**src/rtl/dadda_mul_seq_if.sv**
```systemverilog
// Request/response bundle for dadda_mul_seq: operand request on the in_* side,
// product delivery on the out_* side.
interface dadda_mul_seq_if #(
    parameter int OP_BYTES = 2
);
    localparam int W = 8 * OP_BYTES;

    logic         in_valid;
    logic         in_ready;
    logic [W-1:0] a;
    logic [W-1:0] b;
    logic         out_valid;
    logic         out_ready;
    logic [2*W-1:0] p;

    modport master (
        output in_valid, a, b, out_ready,
        input  in_ready, out_valid, p
    );

    modport slave (
        input  in_valid, a, b, out_ready,
        output in_ready, out_valid, p
    );
endinterface

```
**src/rtl/dadda_mul_seq.sv**
```systemverilog
// Sequential OP_BYTES x OP_BYTES byte multiplier built around one shared 8x8 Dadda array.
// Optional build macro DADDA_MUL_SEQ_ZERO_SKIP_EN: zero operands bypass the MUL passes.

module dadda_8 (
    input  logic [7:0]  x,
    input  logic [7:0]  y,
    output logic [15:0] z
);
    localparam int D_SEQ [4] = '{6, 4, 3, 2};

    logic [7:0]  cur [16];
    logic [7:0]  nxt [16];
    int          ch  [16];
    int          nh  [16];
    int          k;
    logic [15:0] row0;
    logic [15:0] row1;

    // Column-wise Dadda reduction: each stage trims every column to D_SEQ[s] bits,
    // counting carries already pushed in from the column below.
    always_comb begin
        k = 0;
        for (int c = 0; c < 16; c++) begin
            cur[c] = '0;
            nxt[c] = '0;
            ch[c]  = 0;
            nh[c]  = 0;
        end
        for (int i = 0; i < 8; i++) begin
            for (int j = 0; j < 8; j++) begin
                cur[4'(i + j)][3'(ch[4'(i + j)])] = x[i] & y[j];
                ch[4'(i + j)] = ch[4'(i + j)] + 1;
            end
        end
        for (int s = 0; s < 4; s++) begin
            for (int c = 0; c < 16; c++) begin
                nxt[c] = '0;
                nh[c]  = 0;
            end
            for (int c = 0; c < 16; c++) begin
                k = 0;
                for (int r = 0; r < 8; r++) begin
                    if (ch[c] - k + nh[c] > D_SEQ[s]) begin
                        if (ch[c] - k + nh[c] == D_SEQ[s] + 1) begin
                            nxt[c][3'(nh[c])] = cur[c][3'(k)] ^ cur[c][3'(k + 1)];
                            if (c < 15) begin
                                nxt[4'(c + 1)][3'(nh[4'(c + 1)])] = cur[c][3'(k)] & cur[c][3'(k + 1)];
                                nh[4'(c + 1)] = nh[4'(c + 1)] + 1;
                            end
                            k = k + 2;
                        end else begin
                            nxt[c][3'(nh[c])] = cur[c][3'(k)] ^ cur[c][3'(k + 1)] ^ cur[c][3'(k + 2)];
                            if (c < 15) begin
                                nxt[4'(c + 1)][3'(nh[4'(c + 1)])] =
                                    (cur[c][3'(k)] & cur[c][3'(k + 1)]) |
                                    (cur[c][3'(k)] & cur[c][3'(k + 2)]) |
                                    (cur[c][3'(k + 1)] & cur[c][3'(k + 2)]);
                                nh[4'(c + 1)] = nh[4'(c + 1)] + 1;
                            end
                            k = k + 3;
                        end
                        nh[c] = nh[c] + 1;
                    end
                end
                for (int r = 0; r < 8; r++) begin
                    if (r >= k && r < ch[c]) begin
                        nxt[c][3'(nh[c])] = cur[c][r];
                        nh[c] = nh[c] + 1;
                    end
                end
            end
            for (int c = 0; c < 16; c++) begin
                cur[c] = nxt[c];
                ch[c]  = nh[c];
            end
        end
        for (int c = 0; c < 16; c++) begin
            row0[c] = cur[c][0];
            row1[c] = cur[c][1];
        end
        z = row0 + row1;
    end
endmodule

// state | meaning
// IDLE  | waiting for a request, in_ready high
// MUL   | one byte-pair pass per cycle into acc
// DONE  | product on p, waiting for out_ready
module dadda_mul_seq #(
    parameter int OP_BYTES = 2
) (
    input  logic             clk,
    input  logic             rst_n,
    dadda_mul_seq_if.slave   bus,
    output logic             busy
);
    localparam int W     = 8 * OP_BYTES;
    localparam int P_W   = 2 * W;
    localparam int IDX_W = (OP_BYTES > 1) ? $clog2(OP_BYTES) : 1;
    localparam logic [IDX_W-1:0] LAST = IDX_W'(OP_BYTES - 1);

    typedef enum logic [1:0] {IDLE, MUL, DONE} state_t;

    state_t           state;
    state_t           state_nxt;
    logic [W-1:0]     a_q;
    logic [W-1:0]     b_q;
    logic [P_W-1:0]   acc;
    logic [IDX_W-1:0] ia;
    logic [IDX_W-1:0] ib;
    logic [7:0]       a_byte;
    logic [7:0]       b_byte;
    logic [15:0]      pp;
    logic [5:0]       shamt;
    logic [P_W-1:0]   pp_sh;
    logic             last_pass;
    logic             zero_op;

    assign a_byte    = a_q[8*ia +: 8];
    assign b_byte    = b_q[8*ib +: 8];
    assign shamt     = {3'(ia) + 3'(ib), 3'b000};
    assign pp_sh     = P_W'(pp) << shamt;
    assign last_pass = (ia == LAST) && (ib == LAST);
    assign bus.p     = acc;

`ifdef DADDA_MUL_SEQ_ZERO_SKIP_EN
    assign zero_op = (bus.a == '0) || (bus.b == '0);
`else
    assign zero_op = 1'b0;
`endif

    dadda_8 u_dadda (
        .x (a_byte),
        .y (b_byte),
        .z (pp)
    );

    always_ff @(posedge clk or negedge rst_n) begin
        if (!rst_n) state <= IDLE;
        else        state <= state_nxt;
    end

    always_comb begin
        state_nxt     = state;
        bus.in_ready  = 1'b0;
        bus.out_valid = 1'b0;
        busy          = 1'b0;
        case (state)
            IDLE: begin
                bus.in_ready = 1'b1;
                if (bus.in_valid) state_nxt = zero_op ? DONE : MUL;
            end
            MUL: begin
                busy = 1'b1;
                if (last_pass) state_nxt = DONE;
            end
            DONE: begin
                bus.out_valid = 1'b1;
                if (bus.out_ready) state_nxt = IDLE;
            end
            default: state_nxt = IDLE;
        endcase
    end

    // Pass order: ia walks fastest, ib steps on each ia wrap.
    always_ff @(posedge clk or negedge rst_n) begin
        if (!rst_n) begin
            a_q <= '0;
            b_q <= '0;
            acc <= '0;
            ia  <= '0;
            ib  <= '0;
        end else begin
            case (state)
                IDLE: begin
                    if (bus.in_valid) begin
                        a_q <= bus.a;
                        b_q <= bus.b;
                        acc <= '0;
                        ia  <= '0;
                        ib  <= '0;
                    end
                end
                MUL: begin
                    acc <= acc + pp_sh;
                    if (ia == LAST) begin
                        ia <= '0;
                        ib <= last_pass ? '0 : ib + 1'b1;
                    end else begin
                        ia <= ia + 1'b1;
                    end
                end
                default: ;
            endcase
        end
    end
endmodule

```
**src/flat_wrapper.sv**
```systemverilog
// flat-port wrapper written by rule: the top's interface ports become plain ports
module dadda_mul_seq_flat 
#(
    parameter int OP_BYTES = 2
)
  (clk, rst_n, busy, bus_in_valid, bus_a, bus_b, bus_out_ready, bus_in_ready, bus_out_valid, bus_p);
  dadda_mul_seq_if #(.OP_BYTES(OP_BYTES)) bus_i ();
  input  logic clk;
  input  logic rst_n;
  output logic busy;
  input wire logic [$bits(bus_i.in_valid)-1:0] bus_in_valid;
  input wire logic [$bits(bus_i.a)-1:0] bus_a;
  input wire logic [$bits(bus_i.b)-1:0] bus_b;
  input wire logic [$bits(bus_i.out_ready)-1:0] bus_out_ready;
  output wire logic [$bits(bus_i.in_ready)-1:0] bus_in_ready;
  output wire logic [$bits(bus_i.out_valid)-1:0] bus_out_valid;
  output wire logic [$bits(bus_i.p)-1:0] bus_p;
  assign bus_i.in_valid = bus_in_valid;
  assign bus_i.a = bus_a;
  assign bus_i.b = bus_b;
  assign bus_i.out_ready = bus_out_ready;
  assign bus_in_ready = bus_i.in_ready;
  assign bus_out_valid = bus_i.out_valid;
  assign bus_p = bus_i.p;
  dadda_mul_seq #(.OP_BYTES(OP_BYTES)) u_core (.clk(clk), .rst_n(rst_n), .bus(bus_i), .busy(busy));
endmodule
```
**config.mk**
```make
export PLATFORM = sky130hd
export DESIGN_NAME = dadda_mul_seq_flat
export DESIGN_NICKNAME = d
export VERILOG_FILES = /design/src/rtl/dadda_mul_seq_if.sv /design/src/rtl/dadda_mul_seq.sv /design/src/flat_wrapper.sv
export SDC_FILE = /design/constraint.sdc
export NUM_CORES = 1
export LEC_CHECK = 0
export BUFFER_PORTS_ARGS = -buffer_cell sky130_fd_sc_hd__clkbuf_2
export CORE_AREA = 5 5 108 110
export CTS_CLUSTER_DIAMETER = 60
export DETAILED_ROUTE_END_ITERATION = 16
export DIE_AREA = 0 0 113 115
export PLACE_DENSITY = 0.67
export SLEW_MARGIN = 20
export SYNTH_ARGS = -nofsm -noshare
export SYNTH_HDL_FRONTEND = slang
export SYNTH_SLANG_ARGS = --single-unit
```
**constraint.sdc**
```tcl
create_clock -name clk -period 5.7 [get_ports clk]
set_input_delay 0.285 -clock clk [delete_from_list [all_inputs] [get_ports clk]]
set_output_delay 0.285 -clock clk [all_outputs]
set_load 0.05 [all_outputs]
```
# Word level (Yosys, flattened, before mapping)
# Index checks and enable logic that the tools add are counted.
[word_totals] wordCells=111 input_bits=36 reg_bits=68
[op_classes] shift=3 reduce_logical=7 n_bitwise=69 n_eq_ne=6 n_addsub=5 muxes=15
[op_table] op="case mux 32 bit (2 select lines)" count=1
[op_table] op="bitwise AND 1 bit" count=42
[op_table] op="adder 32 bit" count=1
[op_table] op="two-way mux 32 bit" count=1
[op_table] op="left shift 9 x 6 -> 32 bit" count=1
[op_table] op="XOR 1 bit" count=21
[op_table] op="variable part select 16 x 5 -> 4 bit" count=1
[op_table] op="variable part select 16 x 5 -> 8 bit" count=1
[op_table] op="adder 8 x 8 -> 9 bit" count=1
[op_table] op="two-way mux 1 bit" count=7
[op_table] op="two-way mux 2 bit" count=3
[op_table] op="OR 1 bit" count=6
[op_table] op="case mux 2 bit (3 select lines)" count=1
[op_table] op="AND reduction 3 bit" count=2
[op_table] op="!= test 2 x 1 -> 1 bit (second input constant)" count=2
[op_table] op="!= test 2 bit (second input constant)" count=2
[op_table] op="case mux 1 bit (2 select lines)" count=2
[op_table] op="AND reduction 2 bit" count=2
[op_table] op="adder 1 bit (second input constant)" count=2
[op_table] op="adder 1 x 1 -> 2 bit" count=1
[op_table] op="== test 2 x 1 -> 1 bit (second input constant)" count=1
[op_table] op="== test 2 bit (second input constant)" count=1
[op_table] op="logical NOT 2 bit" count=1
[op_table] op="nonzero test 2 bit" count=1
[op_table] op="logical AND 1 bit" count=1

# Longest topological paths before layout
# Gate-level depths: netlist of run 1.
[logic_depth] depth_word=11 depth_mapped=27

# Cells and area by module
# Synthesis of run 1 repeated with hierarchy kept, for this count alone.
[hier_totals] hier_cells=673 hier_area_um2=5511.5
[modules_own_cells] module="dadda_mul_seq" n_inst=1 area_per_inst_um2=4809.6 cells_per_inst=582
[modules_own_cells] module="dadda_8" n_inst=1 area_per_inst_um2=701.9 cells_per_inst=91

# Worst setup path after synthesis of run 1
# OpenSTA, ideal clock, no wires.
[synth_path] path_kind="reg-to-reg" from="register u_core.ib" to="register u_core.acc[31], in the netlist u_core.bus.p[31]" t_arrival_ns=5.517 path_slack_ns=0.099 required_ns=5.616 setup_time_ns=0.084 n_path_buf=1 synth_period_minus_slack_ns=5.601 path_stages_with_launch=24 cell_sequence="dfrtp_1 clkbuf_1 mux2i_1 nor2_1 ha_1 inv_1 fa_1 inv_1 ha_1 ha_1 a21oi_1 o21bai_1 a21oi_1 xor2_1 nor2_1 ha_1 and3_2 or4b_4 o41ai_4 a41oi_2 o211ai_2 a31oi_1 mux2i_1 mux2i_1"
[synth_via] elab_chain_cells=11 elab_cells_between_ends=75 classes_between="add/sub (3); shift (2); mux (1); bitwise (69)"
[synth_lines] item="from (decl)" line="dadda_mul_seq.sv:110" source="logic [IDX_W-1:0] ib;"
[synth_lines] item="from (signal assigned)" line="dadda_mul_seq.sv:188" source="ib <= last_pass ? '0 : ib + 1'b1;"
[synth_lines] item="variable part select 16 x 5 -> 8 bit" line="dadda_mul_seq.sv:120" source="assign b_byte = b_q[8*ib +: 8];"
[synth_lines] item="bitwise AND 1 bit" line="dadda_mul_seq.sv:31" source="cur[4'(i + j)][3'(ch[4'(i + j)])] = x[i] & y[j];"
[synth_lines] item="XOR 1 bit, or another cell as far along"
[synth_lines] item="bitwise AND 1 bit, or another cell as far along" line="dadda_mul_seq.sv:55" source="(cur[c][3'(k)] & cur[c][3'(k + 1)]) |"
[synth_lines] item="OR 1 bit, or another cell as far along" line="dadda_mul_seq.sv:55"
[synth_lines] item="OR 1 bit, or another cell as far along" line="dadda_mul_seq.sv:56" source="(cur[c][3'(k)] & cur[c][3'(k + 2)]) |"
[synth_lines] item="bitwise AND 1 bit, or another cell as far along" line="dadda_mul_seq.sv:55"
[synth_lines] item="adder 8 x 8 -> 9 bit" line="dadda_mul_seq.sv:81" source="z = row0 + row1;"
[synth_lines] item="left shift 9 x 6 -> 32 bit *" line="dadda_mul_seq.sv:122" source="assign pp_sh = P_W'(pp) << shamt;"
[synth_lines] item="adder 32 bit *" line="dadda_mul_seq.sv:185" source="acc <= acc + pp_sh;"
[synth_lines] item="case mux 32 bit (2 select lines) *" line="dadda_mul_seq.sv:174" source="case (state)"
[synth_lines] item="to (signal assigned)" line="dadda_mul_seq.sv:185"
[synth_lines] item="to (decl)" line="dadda_mul_seq.sv:108" source="logic [P_W-1:0] acc;"
# Mark *: on every way between the ends. The rest lies on a longest branch, timed or not.
# A chain may end at the register's enable or synchronous reset.

# Final worst setup path of run 1
# Same ends and word-level chain as after synthesis.

==> flow_summary.ini, run 1 <==
[outcome]
status = complete, no violations

[sta]
finalSetupViolCount = 0
finalCritPeriodShare_pct = 96.4
timing.slew.headroom_pct = 38.1
setup_ws_ns = 0.207
fin_skew_ns = 0.0127
hold_viol = 0
setup_tns_ns = 0
timing.fmax_mhz = 182
period_minus_slack_ns = 5.49
worst_pin_slew_ns = 0.928
slew_viol_final = 0

[setup_path]
required_ns = 5.98
path_class = flip-flop to flip-flop
arrival_ns = 5.77
critPathLaunchType = flip-flop
cp-end-kind = flip-flop
crit_fanout = 6

[cts]
ctsHtreeMaxLevel = 3
cts_inserted_buffers = 9
clk_path_buf_depth = 2
cts.clk_slew.worst_paths_ns = 0.08
cts-root-buf = clkbuf_8
clkLatencyLatePin_ns = 0.35
clock_sinks = 60
cts_tree = yes

[synth]
synth_ff_type = dfrtp_1
synthArstFlopShare_pct = 100
synth_top_area_share_pct = 32.6
ys_types = 56
syn_avg_cell_area_sq_um = 8.28
syn_nets = 645
yosysSeqAreaShare_pct = 32.6
synth_area_sq_um = 4600
synth_area_leaders = dfrtp_1 (33%), ha_1 (13%), nand2_1 (9.2%)
yosys.area.top_type = dfrtp_1
ys_warn_count = 0
synthCells = 556
ys_ff_latch = 60
synth-edff-count = 0

[layout]
design_area_sq_um = 5660
final_nets = 731
finalNonFillerCells = 787
final_common_cell = nand2_1
num_antenna_cells = 0
synthToLayoutAreaGrowth_pct = 23.0
layout_common_cells = nand2_1 (113), nor2_1 (62), clkbuf_2 (62), dfrtp_1 (58), ha_1 (45)
drive_above_1_share_pct = 24.3

[die]
io_pins = 71
core_sq_um = 10600
placementRows = 38
die_w_um = 113
start_util_pct = 43.4
chipHeight_um = 115
die_area_sq_um = 13000

[grt]
grt_max_degree = 61
globalRouteOverflowTotal = 0
grtUsageTotal_pct = 18.7
grt_pass1_wl_um = 19800
grt_antenna_before_repair = 0
grt_pass1_vias = 4197

[placed_design]
dpl_cell_area_sq_um = 5200
portBuffers = 62
detailed_place_hpwl_um = 8760
place_ws_ns = -0.0182
routabilityCongestion = 0.910
place_inst = 763

[detailed_routing]
first_pass_iters = 5
drc = 0
wl_per_cell_um = 15.1
vias_per_cell = 5.26
routed_wl_um = 11900
drt_first_iter_violations = 185
ant_nets = 0
vias = 4143

[run]
drv_cap = 0

[min_path]
hp-class = primary input to async pin
-- final timing paths --
check	slack [ns]	from	endpoint	depth (start not counted)
setup / recovery	0.21	u_core.ib	u_core.bus.p[31]	21
hold / removal	0.08	rst_n	u_core.bus.p[16]	2
setup reg to reg	0.21	u_core.ib	u_core.bus.p[31]	21
hold reg to reg	0.48	u_core.bus.p[31]	u_core.bus.p[31]	1
max in group asynchronous	5.05	rst_n	u_core.ia	2
min in group clk	0.11	bus_b[14]	u_core.b_q[14]	3
-- sequential cells by signal (all words and copies together), names as in the netlist --
name and flops:
u_core.b_q 16, u_core.a_q 8, u_core.state 2, u_core.ia 1, u_core.bus.p 32, u_core.ib 1
-- worst max-delay path: stages, from the launching register on --
cell and delay, ns:
dfrtp_2 0.47, buf_6 0.18, mux2i_4 0.27, nor2_1 0.08, ha_1 0.31, xnor2_2 0.15, xnor2_1 0.22, ha_1 0.28
ha_1 0.28, ha_1 0.34, a21oi_2 0.20, xor2_2 0.20, nor2_1 0.10, ha_1 0.33, and3_2 0.22, or4b_4 0.48
o41ai_4 0.40, a41oi_2 0.18, o211ai_2 0.18, a31oi_1 0.11, mux2i_1 0.24, mux2i_1 0.21
-- repair_timing --
action | CTS | global route
setup buffers | 0 | 8
resized for setup | 4 | 29
hold buffers | 0 | 0
endpoints found under the setup margin | 5 | 11
pin swaps | 0 | 11
-- metrics by stage --
| step | utilization [%] | hold slack, ns |
|---|---|---|
| finish | 53.4 | 0.0796 |
| global route | 53.4 | 0.117 |
| CTS | 51.2 | 0.106 |
| detailed placement | 49.0 | 0.461 |
| global placement | 49.0 | 0.454 |
| floorplan | - | -0.0106 |
-- cells by family after synthesis --
kind of cell / share of synthesized area (%)
compound gates: 16.9
xor+xnor: 7.04
simple gates: 21.8
fa+ha+maj: 15.2
flops: 32.6
mux: 3.29
buf+inv: 3.18
-- area by class of cell --
cell class	count	area (sq um)
sequential	60	1500
tap	140	175
multi-input combinational	457	3130
clock inverter	7	101
timing repair buffer	94	554
inverter	20	75.1
clock buffer	9	124
fill	1020	4940
-- cells in the mapped netlist, types with 4 or more instances --
library cell / n
o21ai_0: 34
or2_2: 7
clkbuf_1: 17
nand3_1: 18
o21ai_1: 5
ha_1: 48
nor3_1: 6
fa_1: 5
nand2b_1: 5
dfrtp_1: 60
o21bai_1: 6
xnor2_1: 23
a21oi_1: 32
nor2_1: 62
nor2b_1: 4
inv_1: 18
a21o_1: 13
nand2_1: 113
xor2_1: 14
mux2i_1: 14
o211ai_1: 4
-- routing by layer --
| layer | global-route usage [%] | share of wire (%) | routed length (um) |
|---|---|---|---|
| met5 | 0 | 0 | 0 |
| met4 | 5.29 | 1.6 | 190 |
| met3 | 4.21 | 5.7 | 675 |
| met2 | 32.7 | 48 | 5760 |
| met1 | 23.4 | 44 | 5250 |
Power of run 1 is not shown: default switching activity piles up to over one toggle a cycle in this logic, so the estimate is an artifact.
==> inputs of run 2 (changes only) <==
--- a/config.mk
+++ b/config.mk
@@ -6,12 +6,14 @@
 export NUM_CORES = 1
 export LEC_CHECK = 0
 export BUFFER_PORTS_ARGS = -buffer_cell sky130_fd_sc_hd__clkbuf_2
-export CORE_AREA = 5 5 108 110
+export CORE_AREA = 2 2 114 116
 export CTS_CLUSTER_DIAMETER = 60
 export DETAILED_ROUTE_END_ITERATION = 16
-export DIE_AREA = 0 0 113 115
-export PLACE_DENSITY = 0.67
+export DIE_AREA = 0 0 116 118
+export PLACE_DENSITY = 0.66
+export SETUP_SLACK_MARGIN = 0.4
 export SLEW_MARGIN = 20
 export SYNTH_ARGS = -nofsm -noshare
 export SYNTH_HDL_FRONTEND = slang
+export SYNTH_HIERARCHICAL = 1
 export SYNTH_SLANG_ARGS = --single-unit
==> run 2 against run 1 <==
  * Die area grew 5.3%
  * Wire length grew 19%
  * Clock skew shrank 0.0059 ns
  * Sequential share of layout area shrank 2.7 points
  * Final area grew 11%
  * Non-clock buffer count shrank 16
  * Maximum frequency grew 5.9%
  * Flip-flop and latch count is the same
  * Synthesized cell count grew 15%
==> flow_summary.ini, run 2 <==
[sta]
slew_viol_final = 0
hold_viol = 0
finalSetupViolCount = 0
timing.slew.headroom_pct = 48.5
fin_skew_ns = 0.00688
setup_tns_ns = 0
period_minus_slack_ns = 5.19
finalCritPeriodShare_pct = 91.0
rsz0062_at_grt = yes
timing.fmax_mhz = 193
worst_pin_slew_ns = 0.773

[die]
start_util_pct = 41.7
die_w_um = 116
io_pins = 71
core_sq_um = 12400
placementRows = 41
chipHeight_um = 118
die_area_sq_um = 13700

[detailed_routing]
vias_per_cell = 5.52
ant_nets = 0
vias = 4821
drt_first_iter_violations = 402
drc = 0
first_pass_iters = 7
wl_per_cell_um = 16.1
routed_wl_um = 14100

[grt]
grt_antenna_before_repair = 0
grt_pass1_vias = 4674
globalRouteOverflowTotal = 0
grtUsageTotal_pct = 20.7
grt_pass1_wl_um = 22300
grt_max_degree = 61

[cts]
clk_path_buf_depth = 2
cts-root-buf = clkbuf_16
clock_sinks = 60
ctsHtreeMaxLevel = 3
clkLatencyLatePin_ns = 0.34
holdBufCountCts = 0
cts_inserted_buffers = 9
cts.clk_slew.worst_paths_ns = 0.05
cts_tree = yes

[synth]
synthCells = 637
syn_avg_cell_area_sq_um = 8.13
synth_area_sq_um = 5180
ys_warn_count = 6

[setup_path]
critPathLaunchType = flip-flop
critPathSlowestCell = fa_2
slowest_delay_ns = 0.57
arrival_ns = 5.47
required_ns = 5.98
crit_chain = mux2_4 -> and2_4 -> fa_2 -> ha_1 -> ha_4 -> ha_4 -> a21oi_1 -> nand2_1 -> a31oi_2 -> xnor2_1 -> and2_1 -> ha_1 -> a21o_1 -> a221o_1 -> a21o_1 -> o2111ai_4 -> a21oi_2 -> or4_1 -> nand3_1
crit_fanout = 7
cp-end-kind = flip-flop
path_class = flip-flop to flip-flop

[layout]
drive_above_1_share_pct = 22.0
final_nets = 788
layout_common_cells = nand2_1 (133), clkbuf_2 (62), dfrtp_1 (58), o21ai_0 (41), ha_1 (38)
largest_register_ffs = 32
synthToLayoutAreaGrowth_pct = 21.8
num_antenna_cells = 0
final_common_cell = nand2_1

[placed_design]
portBuffers = 62
routabilityCongestion = 0.922
detailed_place_hpwl_um = 10300

[run]
drv_cap = 0

[outcome]
status = complete, no violations

[min_path]
hp-class = primary input to async pin
==> run 2: cell count changes in the layout (fill, tap and decap cells not counted), moves of 8 or more <==
cell / previous run / this run
and2_1: 2 / 21
buf_4: 31 / 15
clkbuf_8: 9 / 1
nor2_1: 62 / 24
mux2_4: 0 / 8
clkbuf_16: 0 / 9
nand2_1: 113 / 133
nor2b_1: 3 / 13
a22o_1: 1 / 10
xor2_1: 13 / 5
ha_4: 3 / 12
==> run 2: final cells by class <==
type,count,area [sq um]
flip-flops and latches,60,1500
repair buffers,78,434
clock buffers,10,239
fillers,1166,6110
inverters,23,86.3
clock inverters,5,52.6
multi-input cells,525,3770
well taps,172,215
==> run 2: path summary, 6_finish.rpt <==
kind,start,slack [ns],cells after the start,to
max in group asynchronous,rst_n,5.03,2,u_core/ia
max reg2reg,u_core/ia,0.51,19,u_core/bus.p[31]
max,u_core/ia,0.51,19,u_core/bus.p[31]
min,rst_n,0.09,2,u_core/bus.p[27]
min in group clk,bus_b[4],0.13,3,u_core/b_q[4]
min reg2reg,u_core/b_q[11],0.47,2,u_core/b_q[11]
==> run 2: routing by layer <==
layer  wire, um  global-route usage [%]  share of wire (%)
met1       6140                    25.8                 44
met2       6940                    35.2                 49
met4        293                    7.07                2.1
met3        712                    4.43                5.1
met5          0                       0                  0
==> run 2: per-stage QoR <==
stage | hold WS (ns) | cell area (sq um) | worst slack [ns] | std cells | utilization, %
floorplan | -0.0106 | 5200 | 0.434 | 643 | -
global placement | 0.454 | 5630 | 0.164 | 850 | 45.3
detailed placement | 0.457 | 5630 | 0.0532 | 850 | 45.3
CTS | 0.124 | 6020 | 0.387 | 868 | 48.5
global route | 0.132 | 6300 | 0.351 | 873 | 50.8
finish | 0.0921 | 6300 | 0.515 | 873 | 50.8
==> run 2: what timing repair did <==
action,CTS,global route
pin swaps,5,26
endpoints found under the setup margin,16,16
resized for setup,13,45
setup buffers,3,5
endpoints found under the hold margin,0,0
==> run 2: critical path: cells and delay by family, from the launching register on <==
kind | cells | cell delay [ns]
flip-flops | 1 | 0.45
XOR/XNOR | 1 | 0.22
AND/OR/NAND/NOR | 5 | 0.98
adder cells (fa/ha/maj) | 5 | 1.63
AO/OA/AOI/OAI | 7 | 1.49
multiplexers | 1 | 0.35
Power of run 2 is left out for the same reason.
==> inputs of run 3 (changes only) <==
--- a/config.mk
+++ b/config.mk
@@ -7,10 +7,12 @@
 export LEC_CHECK = 0
 export BUFFER_PORTS_ARGS = -buffer_cell sky130_fd_sc_hd__clkbuf_2
 export CORE_AREA = 2 2 114 116
+export CTS_BUF_LIST = sky130_fd_sc_hd__clkbuf_4 sky130_fd_sc_hd__clkbuf_8
 export CTS_CLUSTER_DIAMETER = 60
 export DETAILED_ROUTE_END_ITERATION = 16
 export DIE_AREA = 0 0 116 118
 export PLACE_DENSITY = 0.66
+export RECOVER_POWER = 25
 export SETUP_SLACK_MARGIN = 0.4
 export SLEW_MARGIN = 20
 export SYNTH_ARGS = -nofsm -noshare
==> run 3 against run 2 <==
  * The run now ends with capacitance limit, slew limit left
  * Worst setup slack improved by 0.0088 ns
  * Flip-flop and latch count unchanged
  * Via count down 0.23%
  * Non-clock buffer count is 3 higher
  * Maximum frequency increased by 0.17%
  * Critical path type unchanged
==> flow_summary.ini, run 3 (same netlist as run 2, synthesis figures left out) <==
[sta]
hold_ws_ns = 0.109
fin_skew_ns = 0.00857
slew_viol_final = 61
finalCritPeriodShare_pct = 90.8
worst_pin_slew_ns = 3.28
finalSetupViolCount = 0
timing.fmax_mhz = 193
rsz0062_at_grt = yes
hold_viol = 0
setup_tns_ns = 0
period_minus_slack_ns = 5.18
timing.slew.headroom_pct = -118

[cts]
clkLatencyLatePin_ns = 0.37
clk_path_buf_depth = 2
cts-root-buf = clkbuf_8
cts_tree = yes
ctsHtreeMaxLevel = 3
holdBufCountCts = 0
clock_sinks = 60
cts_inserted_buffers = 9
cts.clk_slew.worst_paths_ns = 0.07

[detailed_routing]
vias = 4810
drt_first_iter_violations = 296
drc = 0
vias_per_cell = 5.49
ant_nets = 0
routed_wl_um = 14000
first_pass_iters = 4
wl_per_cell_um = 16.0

[setup_path]
critPathLaunchType = flip-flop
reg2reg_to = u_core/bus.p[31]
slowest_delay_ns = 0.46
crit_buf_inv = 0
path_class = flip-flop to flip-flop
r2r_start = u_core/ia
required_ns = 6.00
cp-end-kind = flip-flop
crit_fanout = 7
rrSetupSlack_ns = 0.52
crit_chain = mux2_4 -> and2_4 -> fa_2 -> ha_4 -> xor2_2 -> xnor2_1 -> xnor2_1 -> ha_1 -> nor3b_2 -> a31oi_1 -> o21ai_1 -> a311o_1 -> and2_4 -> ha_4 -> and3_4 -> a221o_1 -> a21o_1 -> o2111ai_4 -> a21oi_2 -> or4_1 -> nand3_1
reg2regPathDepth = 21
critical-path-top-delay-family = compound AO/OA/AOI/OAI gates
critPathSlowestCell = dfrtp_2
arrival_ns = 5.48

[grt]
grtUsageTotal_pct = 20.7
globalRouteOverflowTotal = 0
grt_pass1_vias = 4671
grt_antenna_before_repair = 0
grt_max_degree = 61
grt_pass1_wl_um = 22200

[layout]
layout_common_cells = nand2_1 (133), clkbuf_2 (62), dfrtp_1 (58), o21ai_0 (39), ha_1 (37)
largest_register_ffs = 32
synthToLayoutAreaGrowth_pct = 20.8
finalNonFillerCells = 876
num_antenna_cells = 0
final_common_cell = nand2_1
final_nets = 791
drive_above_1_share_pct = 22.6

[placed_design]
detailed_place_hpwl_um = 10300
place_inst = 850
routabilityCongestion = 0.922
portBuffers = 62

[min_path]
holdPathEnd = u_core/b_q[2]
holdPathStages = 3
hp-start = bus_b[2]
hp-class = primary input to flip-flop

[die]
core_sq_um = 12400
placementRows = 41
chipHeight_um = 118
start_util_pct = 41.7
io_pins = 71
die_area_sq_um = 13700
die_w_um = 116

[run]
drv_cap = 1

[outcome]
violations = capacitance limit, slew limit
status = finished with violations
run 3: cell types whose count changed in the layout (fill, tap and decap cells not counted), moves of 2 or more:
cell       change
o21ai_0        -2
clkbuf_8       +9
clkbuf_16      -9
buf_4          +2
run 3: per-layer routing:
layer	vias up	GRT usage, %	share of wire, %
li1	2358	-	-
met1	2295	26.1	45
met5	-	0	0
met4	0	7.66	1.9
met2	136	34.5	49
met3	21	4.53	4.6
run 3: timing repair:
action,in CTS,in global routing
cloned,0,0
pin swaps,5,31
setup buffers,3,8
gates resized for setup,13,52
setup endpoints to repair,16,17
hold endpoints to repair,0,0
run 3: tightest hold or removal path: stages:
cell,delay [ns]
clkbuf_2,0.07
nand2_1,0.04
nand2_1,0.04
run 3: how the worst max path moves through the flow:
| stage | slack [ns] | start | cells after the start | endpoint |
|---|---|---|---|---|
| 3_3_place_gp | 0.16 | u_core/ib | 18 | u_core/bus.p[31] |
| 4_1_cts | 0.39 | u_core/ib | 23 | u_core/bus.p[30] |
| 6_report | 0.52 | u_core/ia | 21 | u_core/bus.p[31] |
| 5_1_grt | 0.37 | u_core/ib | 22 | u_core/bus.p[25] |
| 3_5_place_dp | 0.05 | u_core/ib | 19 | u_core/bus.p[31] |
| 2_1_floorplan | 0.43 | u_core/ib | 19 | u_core/bus.p[31] |
run 3: through the flow:
step           util [%]  area, sq um  worst slack, ns
2_1_floorplan         -         5200            0.434
3_3_place_gp       45.3         5630            0.164
3_5_place_dp       45.3         5630           0.0532
4_1_cts            47.8         5930            0.386
5_1_grt            50.4         6250            0.371
6_report           50.4         6250            0.524
run 3: area by class of cell:
type / count / area (sq um)
Clock buffer: 10 / 138
Clock inverter: 5 / 52.6
Fill cell: 1185 / 6160
Inverter: 23 / 86.3
Multi-Input combinational cell: 525 / 3800
Sequential cell: 60 / 1500
Tap cell: 172 / 215
Timing Repair Buffer: 81 / 453
Power of run 3 is left out for the same reason.
